**src/rtl/rst_seq_pkg.sv**
```systemverilog
// Shared types and helpers for the reset sequencer: FSM states, reset-cause
// codes and a counter-width helper.
package rst_seq_pkg;

    typedef enum logic [1:0] {
        HOLD    = 2'd0,
        STRETCH = 2'd1,
        RELEASE = 2'd2,
        RUN     = 2'd3
    } state_e;

    localparam logic [1:0] CAUSE_POR = 2'd0;
    localparam logic [1:0] CAUSE_BTN = 2'd1;
    localparam logic [1:0] CAUSE_WDT = 2'd2;

    // Bits needed for a counter running 0 .. n-1 (never narrower than one bit).
    function automatic int cnt_width(input int n);
        if (n < 32'sd2) begin
            return 32'sd1;
        end else begin
            return $clog2(n);
        end
    endfunction

endpackage

```
**src/rtl/rst_seq_btn_debounce.sv**
```systemverilog
// Push-button conditioning: two-flop synchronizer followed by a debounce
// counter; provides the debounced pressed level and a one-cycle press strobe.
module btn_debounce
    import rst_seq_pkg::*;
#(
    parameter int DEBOUNCE_CYCLES = 60000
) (
    input  logic clk,
    input  logic rst,
    input  logic btn_n,
    output logic pressed,
    output logic press
);

    localparam int              DW       = cnt_width(DEBOUNCE_CYCLES);
    localparam logic [DW-1:0]   DEB_LAST = DW'(DEBOUNCE_CYCLES - 32'sd1);

    logic [1:0]    sync_r;
    logic [DW-1:0] cnt_r;
    logic          pressed_r;
    logic          press_r;
    logic          sample_pressed_s;

    // Synchronized sample expressed as a pressed level (button is active-low)
    always_comb begin
        sample_pressed_s = ~sync_r[1];
    end

    // Two-flop synchronizer; idles high so a released button reads as not pressed
    always_ff @(posedge clk or posedge rst) begin
        if (rst) begin
            sync_r <= 2'b11;
        end else begin
            sync_r <= {sync_r[0], btn_n};
        end
    end

    // Debounce: the level only follows a sample that stays different long enough
    always_ff @(posedge clk or posedge rst) begin
        if (rst) begin
            cnt_r     <= {DW{1'b0}};
            pressed_r <= 1'b0;
            press_r   <= 1'b0;
        end else begin
            press_r <= 1'b0;
            if (sample_pressed_s == pressed_r) begin
                cnt_r <= {DW{1'b0}};
            end else if (cnt_r == DEB_LAST) begin
                cnt_r     <= {DW{1'b0}};
                pressed_r <= sample_pressed_s;
                press_r   <= sample_pressed_s;
            end else begin
                cnt_r <= cnt_r + 1'b1;
            end
        end
    end

    assign pressed = pressed_r;
    assign press   = press_r;

endmodule

```
**src/rtl/rst_seq.sv**
```systemverilog
// Reset sequencer: holds all domain resets, stretches, then releases them in
// order; re-enters the sequence on a debounced button press or watchdog expiry.
module rst_seq
    import rst_seq_pkg::*;
#(
    parameter int STAGES          = 3,
    parameter int STRETCH_CYCLES  = 16,
    parameter int STAGE_GAP       = 8,
    parameter int DEBOUNCE_CYCLES = 60000,
    parameter int WDT_CYCLES      = 6000000
) (
    input  logic              clk,
    input  logic              rst,
    input  logic              btn_n,
    input  logic              wdt_kick,
    output logic [STAGES-1:0] rst_stage,
    output logic              ready,
    output logic [1:0]        cause
);

    localparam int                SW           = cnt_width((STRETCH_CYCLES > STAGE_GAP) ?
                                                           STRETCH_CYCLES : STAGE_GAP);
    localparam logic [SW-1:0]     STRETCH_LAST = SW'(STRETCH_CYCLES - 32'sd1);
    localparam logic [SW-1:0]     GAP_LAST     = SW'(STAGE_GAP - 32'sd1);
    localparam bit                WDT_EN       = (WDT_CYCLES > 32'sd0);
    localparam int                WW           = cnt_width(WDT_CYCLES);
    localparam logic [WW-1:0]     WDT_LAST     = WW'(WDT_EN ? (WDT_CYCLES - 32'sd1) : 32'sd0);
    localparam logic [STAGES-1:0] ALL_ON       = {STAGES{1'b1}};
    // Only the highest stage still asserted: the next release finishes the sequence
    localparam logic [STAGES-1:0] LAST_MASK    = STAGES'(1'b1) << (STAGES - 32'sd1);

    state_e            state_r;
    logic [SW-1:0]     seq_cnt_r;
    logic [STAGES-1:0] rst_stage_r;
    logic              ready_r;
    logic [1:0]        cause_r;
    logic              wdt_armed_r;
    logic [WW-1:0]     wdt_cnt_r;

    logic              btn_pressed_s;
    logic              btn_press_s;
    logic              wdt_expire_s;
    logic              trig_s;
    logic [1:0]        trig_cause_s;
    logic [SW-1:0]     seq_last_s;

    btn_debounce #(
        .DEBOUNCE_CYCLES(DEBOUNCE_CYCLES)
    ) u_btn (
        .clk     (clk),
        .rst     (rst),
        .btn_n   (btn_n),
        .pressed (btn_pressed_s),
        .press   (btn_press_s)
    );

    // Soft-reset triggers; a button press outranks a coincident watchdog expiry
    always_comb begin
        wdt_expire_s = WDT_EN && wdt_armed_r && (wdt_cnt_r == {WW{1'b0}}) && !wdt_kick;
        trig_s       = 1'b0;
        trig_cause_s = CAUSE_POR;
        if ((state_r != HOLD) && btn_press_s) begin
            trig_s       = 1'b1;
            trig_cause_s = CAUSE_BTN;
        end else if ((state_r == RUN) && wdt_expire_s) begin
            trig_s       = 1'b1;
            trig_cause_s = CAUSE_WDT;
        end else begin
            trig_s       = 1'b0;
            trig_cause_s = CAUSE_POR;
        end
    end

    // Terminal count of the current timing phase
    always_comb begin
        if (state_r == STRETCH) begin
            seq_last_s = STRETCH_LAST;
        end else begin
            seq_last_s = GAP_LAST;
        end
    end

    // Sequencer FSM with registered outputs and the watchdog counter
    always_ff @(posedge clk or posedge rst) begin
        if (rst) begin
            state_r     <= HOLD;
            seq_cnt_r   <= {SW{1'b0}};
            rst_stage_r <= ALL_ON;
            ready_r     <= 1'b0;
            cause_r     <= CAUSE_POR;
            wdt_armed_r <= 1'b0;
            wdt_cnt_r   <= {WW{1'b0}};
        end else if (trig_s) begin
            state_r     <= HOLD;
            seq_cnt_r   <= {SW{1'b0}};
            rst_stage_r <= ALL_ON;
            ready_r     <= 1'b0;
            cause_r     <= trig_cause_s;
            wdt_armed_r <= 1'b0;
            wdt_cnt_r   <= {WW{1'b0}};
        end else begin
            case (state_r)
                HOLD: begin
                    seq_cnt_r <= {SW{1'b0}};
                    if (!btn_pressed_s) begin
                        state_r <= STRETCH;
                    end else begin
                        state_r <= HOLD;
                    end
                end
                STRETCH, RELEASE: begin
                    if (seq_cnt_r == seq_last_s) begin
                        seq_cnt_r   <= {SW{1'b0}};
                        rst_stage_r <= rst_stage_r << 1'b1;
                        if (rst_stage_r == LAST_MASK) begin
                            state_r <= RUN;
                            ready_r <= 1'b1;
                        end else begin
                            state_r <= RELEASE;
                        end
                    end else begin
                        seq_cnt_r <= seq_cnt_r + 1'b1;
                    end
                end
                RUN: begin
                    if (WDT_EN && wdt_kick) begin
                        wdt_armed_r <= 1'b1;
                        wdt_cnt_r   <= WDT_LAST;
                    end else if (wdt_armed_r) begin
                        // Zero with no kick is handled as a trigger above
                        wdt_cnt_r <= wdt_cnt_r - 1'b1;
                    end else begin
                        wdt_cnt_r <= wdt_cnt_r;
                    end
                end
                default: begin
                    state_r     <= HOLD;
                    seq_cnt_r   <= {SW{1'b0}};
                    rst_stage_r <= ALL_ON;
                    ready_r     <= 1'b0;
                    wdt_armed_r <= 1'b0;
                    wdt_cnt_r   <= {WW{1'b0}};
                end
            endcase
        end
    end

    assign rst_stage = rst_stage_r;
    assign ready     = ready_r;
    assign cause     = cause_r;

endmodule

```
**config.mk**
```make
export PLATFORM = sky130hd
export DESIGN_NAME = rst_seq
export DESIGN_NICKNAME = d
export VERILOG_FILES = /design/src/rtl/rst_seq_pkg.sv /design/src/rtl/rst_seq_btn_debounce.sv /design/src/rtl/rst_seq.sv
export SDC_FILE = /design/constraint.sdc
export NUM_CORES = 1
export LEC_CHECK = 0
export BUFFER_PORTS_ARGS = -buffer_cell sky130_fd_sc_hd__buf_4
export CAP_MARGIN = 20
export CORE_MARGIN = 8
export CORE_UTILIZATION = 50
export DETAILED_ROUTE_END_ITERATION = 10
export GPL_TIMING_DRIVEN = 1
export PLACE_DENSITY = 0.63
export SLEW_MARGIN = 20
export SYNTH_ARGS = -nofsm -noshare
export SYNTH_HDL_FRONTEND = slang
export SYNTH_SLANG_ARGS = --single-unit
```
**constraint.sdc**
```tcl
create_clock -name clk -period 2.3 [get_ports clk]
set_input_delay 0 -clock clk [delete_from_list [all_inputs] [get_ports clk]]
set_output_delay 0 -clock clk [all_outputs]
set_load 0.005 [all_outputs]
```
==> results.txt, run 1 <==
status = complete, no violations
CP top delay family = simple AND/OR/NAND/NOR gates
Max-slew headroom = 53.4%
initial antenna violation count = 0
Total Power = 1650 uW
prevailing post-synth register cell = dfrtp_1
H-Tree Depth = 2
Pins Over Slew Limit = 0
Syn. warnings = 0
num rows = 28
Sum Neg Setup Slack = 0 ns
first-pass GRT wire length = 11400 microns
Top Ports = 10
Hold Crit Class = in -> reg
cell area power density = 499 nW/um^2
TritonCTS Buffers = 5
routed vias/inst = 5.87
critical path class = reg -> reg
crit path cell chain = or4_4, or3_4, o31ai_4, buf_4, a311oi_1
routed len/inst = 15.6 microns
endpoints failing hold = 0
Synth async-reset ratio = 100%
Startpoint Class = flop
f_max = 0.475 GHz
vias = 2424
I/O Buffers = 9
gpl congestion = 0.847
Worst VDD drop = 0.000358 V
synthesized area = 3000 sq um
pin count of the biggest net entering global routing = 34
Hold Path Sink = wdt_cnt_r[13]
syn nets = 329
Avg Synthesized Cell Area = 9.41 sq um
die outline height = 93.5 microns
Worst R2R End = wdt_cnt_r[3]
Post-synth EDFFs = 0
core area = 5850 sq um
total grt overflow = 0
sequential fraction of the synthesis area = 46.9%
Worst Path Buf+Inv = 1
R2R setup slack = 0.19 ns
Syn Inst Count = 319
die footprint = 8740 sq um
Tmin final = 2.11 ns
cells on worst reg2reg path = 5
most frequent cells in the layout = 51 x dfrtp_1, 45 x nor2_1, 24 x nor3_1
dpl hpwl = 4540 microns
Post-CTS Setup Inserts = 0
initial core utilization = 51.3%
Pre-Repair DR Iteration Count = 4
CTS tree = done
CTS max path bufs = 2
synthesized flop and latch total = 56
crit-path max FO = 7
Clock transition at path regs = 0.10 ns
Worst setup EP type = flop
RSZ-0062 raised after global routing = false
vias in the first global route = 2429
Max stage delay on crit path = 0.58 ns
clk_lat worst skew = 0.31 ns
CP Data Arrival Time = 2.28 ns
max_cap viols = 0
Setup violations, final = 0
DRC errors left = 0
worst-margin pin slew = 0.698 ns
layout cells sized above 1 = 11.5%
Fillers = 521
antenna fix cells = 0
hold_sp = wdt_kick
Lkg Pwr = 0.00139 uW
DRT iter0 DRCs = 160
Final ANT Viol Nets = 0
CP max stage cell = or4_4
P&R area growth vs syn = 10.3%
drt total wl = 6430 microns
critical path data required time = 2.47 ns
total track usage = 15.9%
clock skew = 0.00445 ns
CTS Sinks = 56
final period utilization = 91.6%
hold path cells = 4
reg2reg start = wdt_cnt_r[16]
Yosys cell types = 49
most common cell after layout, fill and taps aside = dfrtp_1
clock root buffer = clkbuf_8
Final #Nets = 347
die width = 93.5 microns
## routing by layer
layer / GRT usage [%] / vias to the layer above / part of all wire (%)
li1: - / 1182 / -
met1: 21.5 / 1183 / 49
met2: 25.0 / 51 / 45
met3: 2.96 / 8 / 4.4
met4: 4.83 / 0 / 1.2
met5: 0 / - / 0
## worst max-delay path by stage
stage                             start             to  slack, ns  cells after the start
after floorplan            wdt_cnt_r[0]  wdt_cnt_r[16]       0.26                      8
after global placement    wdt_cnt_r[16]     state_r[0]       0.23                      5
after detailed placement   wdt_cnt_r[0]   wdt_cnt_r[3]       0.20                      8
after CTS                  wdt_cnt_r[0]   wdt_cnt_r[3]       0.18                      8
after global routing      wdt_cnt_r[13]     state_r[0]       0.05                      6
final                     wdt_cnt_r[16]   wdt_cnt_r[3]       0.19                      5
## power by group
part	leakage, uW	switching [uW]	internal, uW	total (uW)
clock network	0.0000424	316	219	535
registers	0.000658	20.6	1000	1020
logic	0.000685	58.3	34.8	93.1
total	0.00139	395	1260	1650
## cell families (layout without fill, tap and decap cells)
group	after synthesis	count (layout)	share of synthesized area, %
simple gates	147	147	25.8
compound gates	65	65	15.2
flops	56	56	46.9
buf+inv	25	44	3.75
xor+xnor	20	20	5.84
fa+ha+maj	6	6	2.50
## synthesized netlist by cell type (all sizes together), types with 2 or more instances
cell | n | share of area [%]
dfrtp | 51 | 43
nor2 | 45 | 5.6
or3 | 6 | 1.4
o32ai | 2 | 0.58
clkbuf | 8 | 1.0
or4 | 2 | 0.63
nor2b | 3 | 0.63
dfstp | 5 | 4.4
a21oi | 15 | 2.5
o211ai | 2 | 0.50
nor3 | 24 | 4.0
xnor2 | 13 | 3.8
a21o | 4 | 1.0
nor4 | 6 | 1.8
a211oi | 5 | 1.3
a41o | 2 | 0.67
xor2 | 7 | 2.0
ha | 6 | 2.5
o21a | 5 | 1.3
nand2 | 15 | 1.9
nand4 | 6 | 1.3
and2 | 4 | 0.83
nand2b | 4 | 0.83
a211o | 2 | 0.58
a22oi | 3 | 0.75
nor3b | 4 | 1.0
and3 | 10 | 2.1
nand3b | 2 | 0.50
nand3 | 10 | 1.7
o21ai | 11 | 1.8
a31oi | 2 | 0.42
inv | 13 | 1.6
a311oi | 8 | 2.3
buf | 4 | 1.1
## layout make-up
type | count | area, sq um | share of cell area [%]
multi-input cells | 238 | 1490 | 44.9
well taps | 75 | 93.8 | 2.83
clock buffers | 7 | 76.3 | 2.31
inverters | 13 | 48.8 | 1.47
repair buffers | 23 | 190 | 5.74
flip-flops and latches | 56 | 1410 | 42.5
clock inverters | 1 | 8.76 | 0.265
## state kept, by name (all words and copies together) (netlist names)
register,flops
cause,2
ready,1
u_btn.cnt_r,16
state_r,2
u_btn.sync_r,2
u_btn.pressed,1
wdt_cnt_r,23
seq_cnt_r,4
wdt_armed_r,1
rst_stage,3
u_btn.press,1
## worst reg2reg max path, cell delays in order (launching register included)
cell and delay (ns):
dfrtp_1 0.45, or4_4 0.58, or3_4 0.38, o31ai_4 0.29, buf_4 0.21, a311oi_1 0.07
## per-stage QoR
stage               hold WS (ns)  setup slack (ns)  instance area (sq um)  util, %  cells
finish                     0.173             0.194                   3310     56.6    413
global route               0.205            0.0459                   3310     56.6    413
CTS                        0.168             0.180                   3310     56.5    413
detailed placement         0.110             0.203                   3200     54.7    403
global placement           0.109             0.225                   3200     54.7    403
floorplan                0.00448             0.260                   3000        -    319
## timing repair
action / in CTS / in global routing
hold buffers: 2 / 0
setup endpoints to repair: 0 / 3
endpoints found under the hold margin: 27 / 0
resized for setup: 0 / 1
Power figures use the tool's default switching activity.
==> run 2, diff against run 1 <==
--- a/config.mk
+++ b/config.mk
@@ -5,6 +5,7 @@
 export SDC_FILE = /design/constraint.sdc
 export NUM_CORES = 1
 export LEC_CHECK = 0
+export ABC_AREA = 1
 export BUFFER_PORTS_ARGS = -buffer_cell sky130_fd_sc_hd__buf_4
 export CAP_MARGIN = 20
 export CORE_MARGIN = 8
==> run 2 against run 1 <==
Effect of this change: clock-buffer cell count down 2; area after synthesis up 6.1%; non-clock buffer count down 10; largest cell class unchanged.
==> results.txt, run 2 <==
Synth async-reset ratio = 100% (unchanged)
Hold Crit Class = in -> reg (unchanged)
largest registers = wdt_cnt_r x23, u_btn.cnt_r x16, seq_cnt_r x4 (unchanged)
hold_sp = wdt_kick (unchanged)
die footprint = 9170 sq um (was 8740 sq um)
Syn. warnings = 0 (unchanged)
Lkg Pwr = 0.00156 uW (was 0.00139 uW)
top cell type's share of synthesized area = 40.1% (was 42.5%)
vias = 2639 (was 2424)
Post-synth EDFFs = 0 (unchanged)
clk_lat worst skew = 0.32 ns (was 0.31 ns)
critical path class = reg -> reg (unchanged)
Synth area leader = dfrtp_1 (unchanged)
placed inst area = 3310 sq um (was 3200 sq um)
Area contributors post-synth = dfrtp_1 40%, nand2_1 12%, nor2_1 7.0% (was dfrtp_1 43%, nor2_1 5.6%, dfstp_2 4.4%)
Clock transition at path regs = 0.12 ns (was 0.10 ns)
crit path cell chain = ha_1, nand2_1, inv_1, nand3_1, nor2_2, nand3_4, nand2_8, nor2_8, o21ai_0, o21ai_0 (was or4_4, or3_4, o31ai_4, buf_4, a311oi_1)
die outline height = 95.8 microns (was 93.5 microns)
final period utilization = 77.4% (was 91.6%)
drt total wl = 6470 microns (was 6430 microns)
post-CTS sizing = 0 (unchanged)
Max stage delay on crit path = 0.43 ns (was 0.58 ns)
cell area power density = 804 nW/um^2 (was 499 nW/um^2)
pin count of the biggest net entering global routing = 32 (was 34)
core area = 6240 sq um (was 5850 sq um)
Most flops, register = wdt_cnt_r (unchanged)
gpl congestion = 0.859 (was 0.847)
first-pass GRT wire length = 11500 microns (was 11400 microns)
layout cells sized above 1 = 12.1% (was 11.5%)
num rows = 29 (was 28)
cells on worst reg2reg path = 10 (was 5)
CP max stage cell = dfrtp_1 (was or4_4)
synthesized flop and latch total = 56 (unchanged)
synthesized area = 3180 sq um (was 3000 sq um)
RSZ-0062 raised after global routing = false (unchanged)
Pre-Repair DR Iteration Count = 5 (was 4)
Yosys cell types = 38 (was 49)
TritonCTS Buffers = 5 (unchanged)
CTS Sinks = 56 (unchanged)
fin area = 3430 sq um (was 3310 sq um)
dpl hpwl = 4820 microns (was 4540 microns)
vias in the first global route = 2588 (was 2429)
initial core utilization = 51.0% (was 51.3%)
DRT iter0 DRCs = 118 (was 160)
Worst R2R End = wdt_cnt_r[0] (was wdt_cnt_r[3])
antenna fix cells = 0 (unchanged)
critical path data required time = 2.53 ns (was 2.47 ns)
top-count cell post-synth = nand2_1 (was dfrtp_1)
Sum Neg Setup Slack = 0 ns (unchanged)
Worst VDD drop = 0.000505 V (was 0.000358 V)
Post-CTS Setup Inserts = 0 (unchanged)
P&R area growth vs syn = 7.63% (was 10.3%)
Tmin final = 1.78 ns (was 2.11 ns)
most frequent cells in the layout = 99 x nand2_1, 59 x nor2_1, 52 x inv_1 (was 51 x dfrtp_1, 45 x nor2_1, 24 x nor3_1)
max_cap viols = 0 (unchanged)
endpoints failing hold = 0 (unchanged)
CP dominant cell by count = o21ai_0
CP Data Arrival Time = 2.01 ns (was 2.28 ns)
Top Ports = 10 (unchanged)
status = complete, no violations (unchanged)
clock skew = 0.0116 ns (was 0.00445 ns)
Setup violations, final = 0 (unchanged)
Max-slew headroom = 55.0% (was 53.4%)
R2R setup slack = 0.52 ns (was 0.19 ns)
DRC errors left = 0 (unchanged)
Pins Over Slew Limit = 0 (unchanged)
sequential fraction of the synthesis area = 44.2% (was 46.9%)
f_max = 0.562 GHz (was 0.475 GHz)
syn nets = 424 (was 329)
hold path cells = 3 (was 4)
Commonest cells post-synth = 99 x nand2_1, 59 x nor2_1, 53 x inv_1 (was 51 x dfrtp_1, 45 x nor2_1, 24 x nor3_1)
routed vias/inst = 5.21 (was 5.87)
Hold Path Sink = wdt_cnt_r[2] (was wdt_cnt_r[13])
CTS tree = done (unchanged)
Final #Nets = 439 (was 347)
routed len/inst = 12.8 microns (was 15.6 microns)
initial antenna violation count = 0 (unchanged)
Final ANT Viol Nets = 0 (unchanged)
clock root buffer = clkbuf_8 (unchanged)
CTS hold repair buffers = 2 (unchanged)
Syn Inst Count = 414 (was 319)
I/O Buffers = 9 (unchanged)
prevailing post-synth register cell = dfrtp_1 (unchanged)
most common cell after layout, fill and taps aside = nand2_1 (was dfrtp_1)
die width = 95.8 microns (was 93.5 microns)
total grt overflow = 0 (unchanged)
Worst setup EP type = flop (unchanged)
total track usage = 15.6% (was 15.9%)
Avg Synthesized Cell Area = 7.69 sq um (was 9.41 sq um)
worst-margin pin slew = 0.674 ns (was 0.698 ns)
Fillers = 591 (was 521)
max reg flops = 23 (unchanged)
Startpoint Class = flop (unchanged)
crit-path max FO = 16 (was 7)
H-Tree Depth = 2 (unchanged)
CTS max path bufs = 2 (unchanged)
reg2reg start = state_r[0] (was wdt_cnt_r[16])
==> run 2: cell types whose count changed in the layout (fill, tap and decap cells not counted), moves of 10 or more <==
| cell | delta |
|---|---|
| nor2_2 | +10 |
| o21ai_0 | +22 |
| inv_1 | +40 |
| nand3_1 | +13 |
| nand2_1 | +84 |
| nor3_1 | -16 |
| xnor2_1 | -12 |
| nor2_1 | +14 |
==> run 2: how the worst max path moves through the flow <==
stage,slack (ns),start,cells after the start,to
final,0.52,state_r[0],10,wdt_cnt_r[0]
after global routing,0.33,state_r[0],10,ready
after CTS,0.51,state_r[0],10,wdt_cnt_r[0]
after detailed placement,0.53,state_r[0],10,ready
after global placement,0.55,state_r[0],10,wdt_cnt_r[0]
after floorplan,0.73,wdt_cnt_r[0],10,wdt_cnt_r[22]
==> run 2: critical path: cells and delay by family (launching register included) <==
family	cells	cell delay (ns)
simple gates	6	0.73
fa+ha+maj	1	0.24
compound gates	2	0.23
buf+inv	1	0.05
flops	1	0.43
==> run 2: cells by family after synthesis <==
| family | share of synthesized area [%] |
|---|---|
| and+or+nand+nor | 32.4 |
| AOI/OAI and AO/OA | 9.95 |
| buffers and inverters | 8.25 |
| DFF | 44.2 |
| xor gates and xnor gates | 2.48 |
| adders and majority gates | 2.36 |
| muxes | 0.314 |
==> run 2: cell type report <==
type / count / area, sq um / share of cell area, %
tap: 77 / 96.3 / 2.81
timing repair buffer: 13 / 103 / 2.99
inverter: 55 / 211 / 6.17
clock inverter: 3 / 26.3 / 0.767
sequential: 56 / 1410 / 41.1
multi-input combinational: 298 / 1510 / 44.2
clock buffer: 5 / 68.8 / 2.01
==> run 2: power breakdown <==
group,internal [uW],switching (uW),total (uW)
clock network,225,353,578
logic,328,630,958
registers,1110,108,1220
total,1660,1090,2750
==> run 2: layer usage <==
layer  GRT usage, %  wire length [microns]
met5              0                      0
met4           5.12                     89
met3           2.42                    169
met2           26.6                   3060
met1           19.8                   3150
==> run 2: metrics by stage <==
stage	hold WS [ns]	instances	setup slack [ns]	util [%]	total power (uW)
final	0.0131	507	0.519	54.9	2750
after global routing	0.0162	507	0.332	54.9	2980
after CTS	0.00217	507	0.506	54.9	2790
after detailed placement	0.110	497	0.529	53.0	2200
after global placement	0.109	497	0.552	53.0	2190
after floorplan	0.00448	414	0.730	-	2060
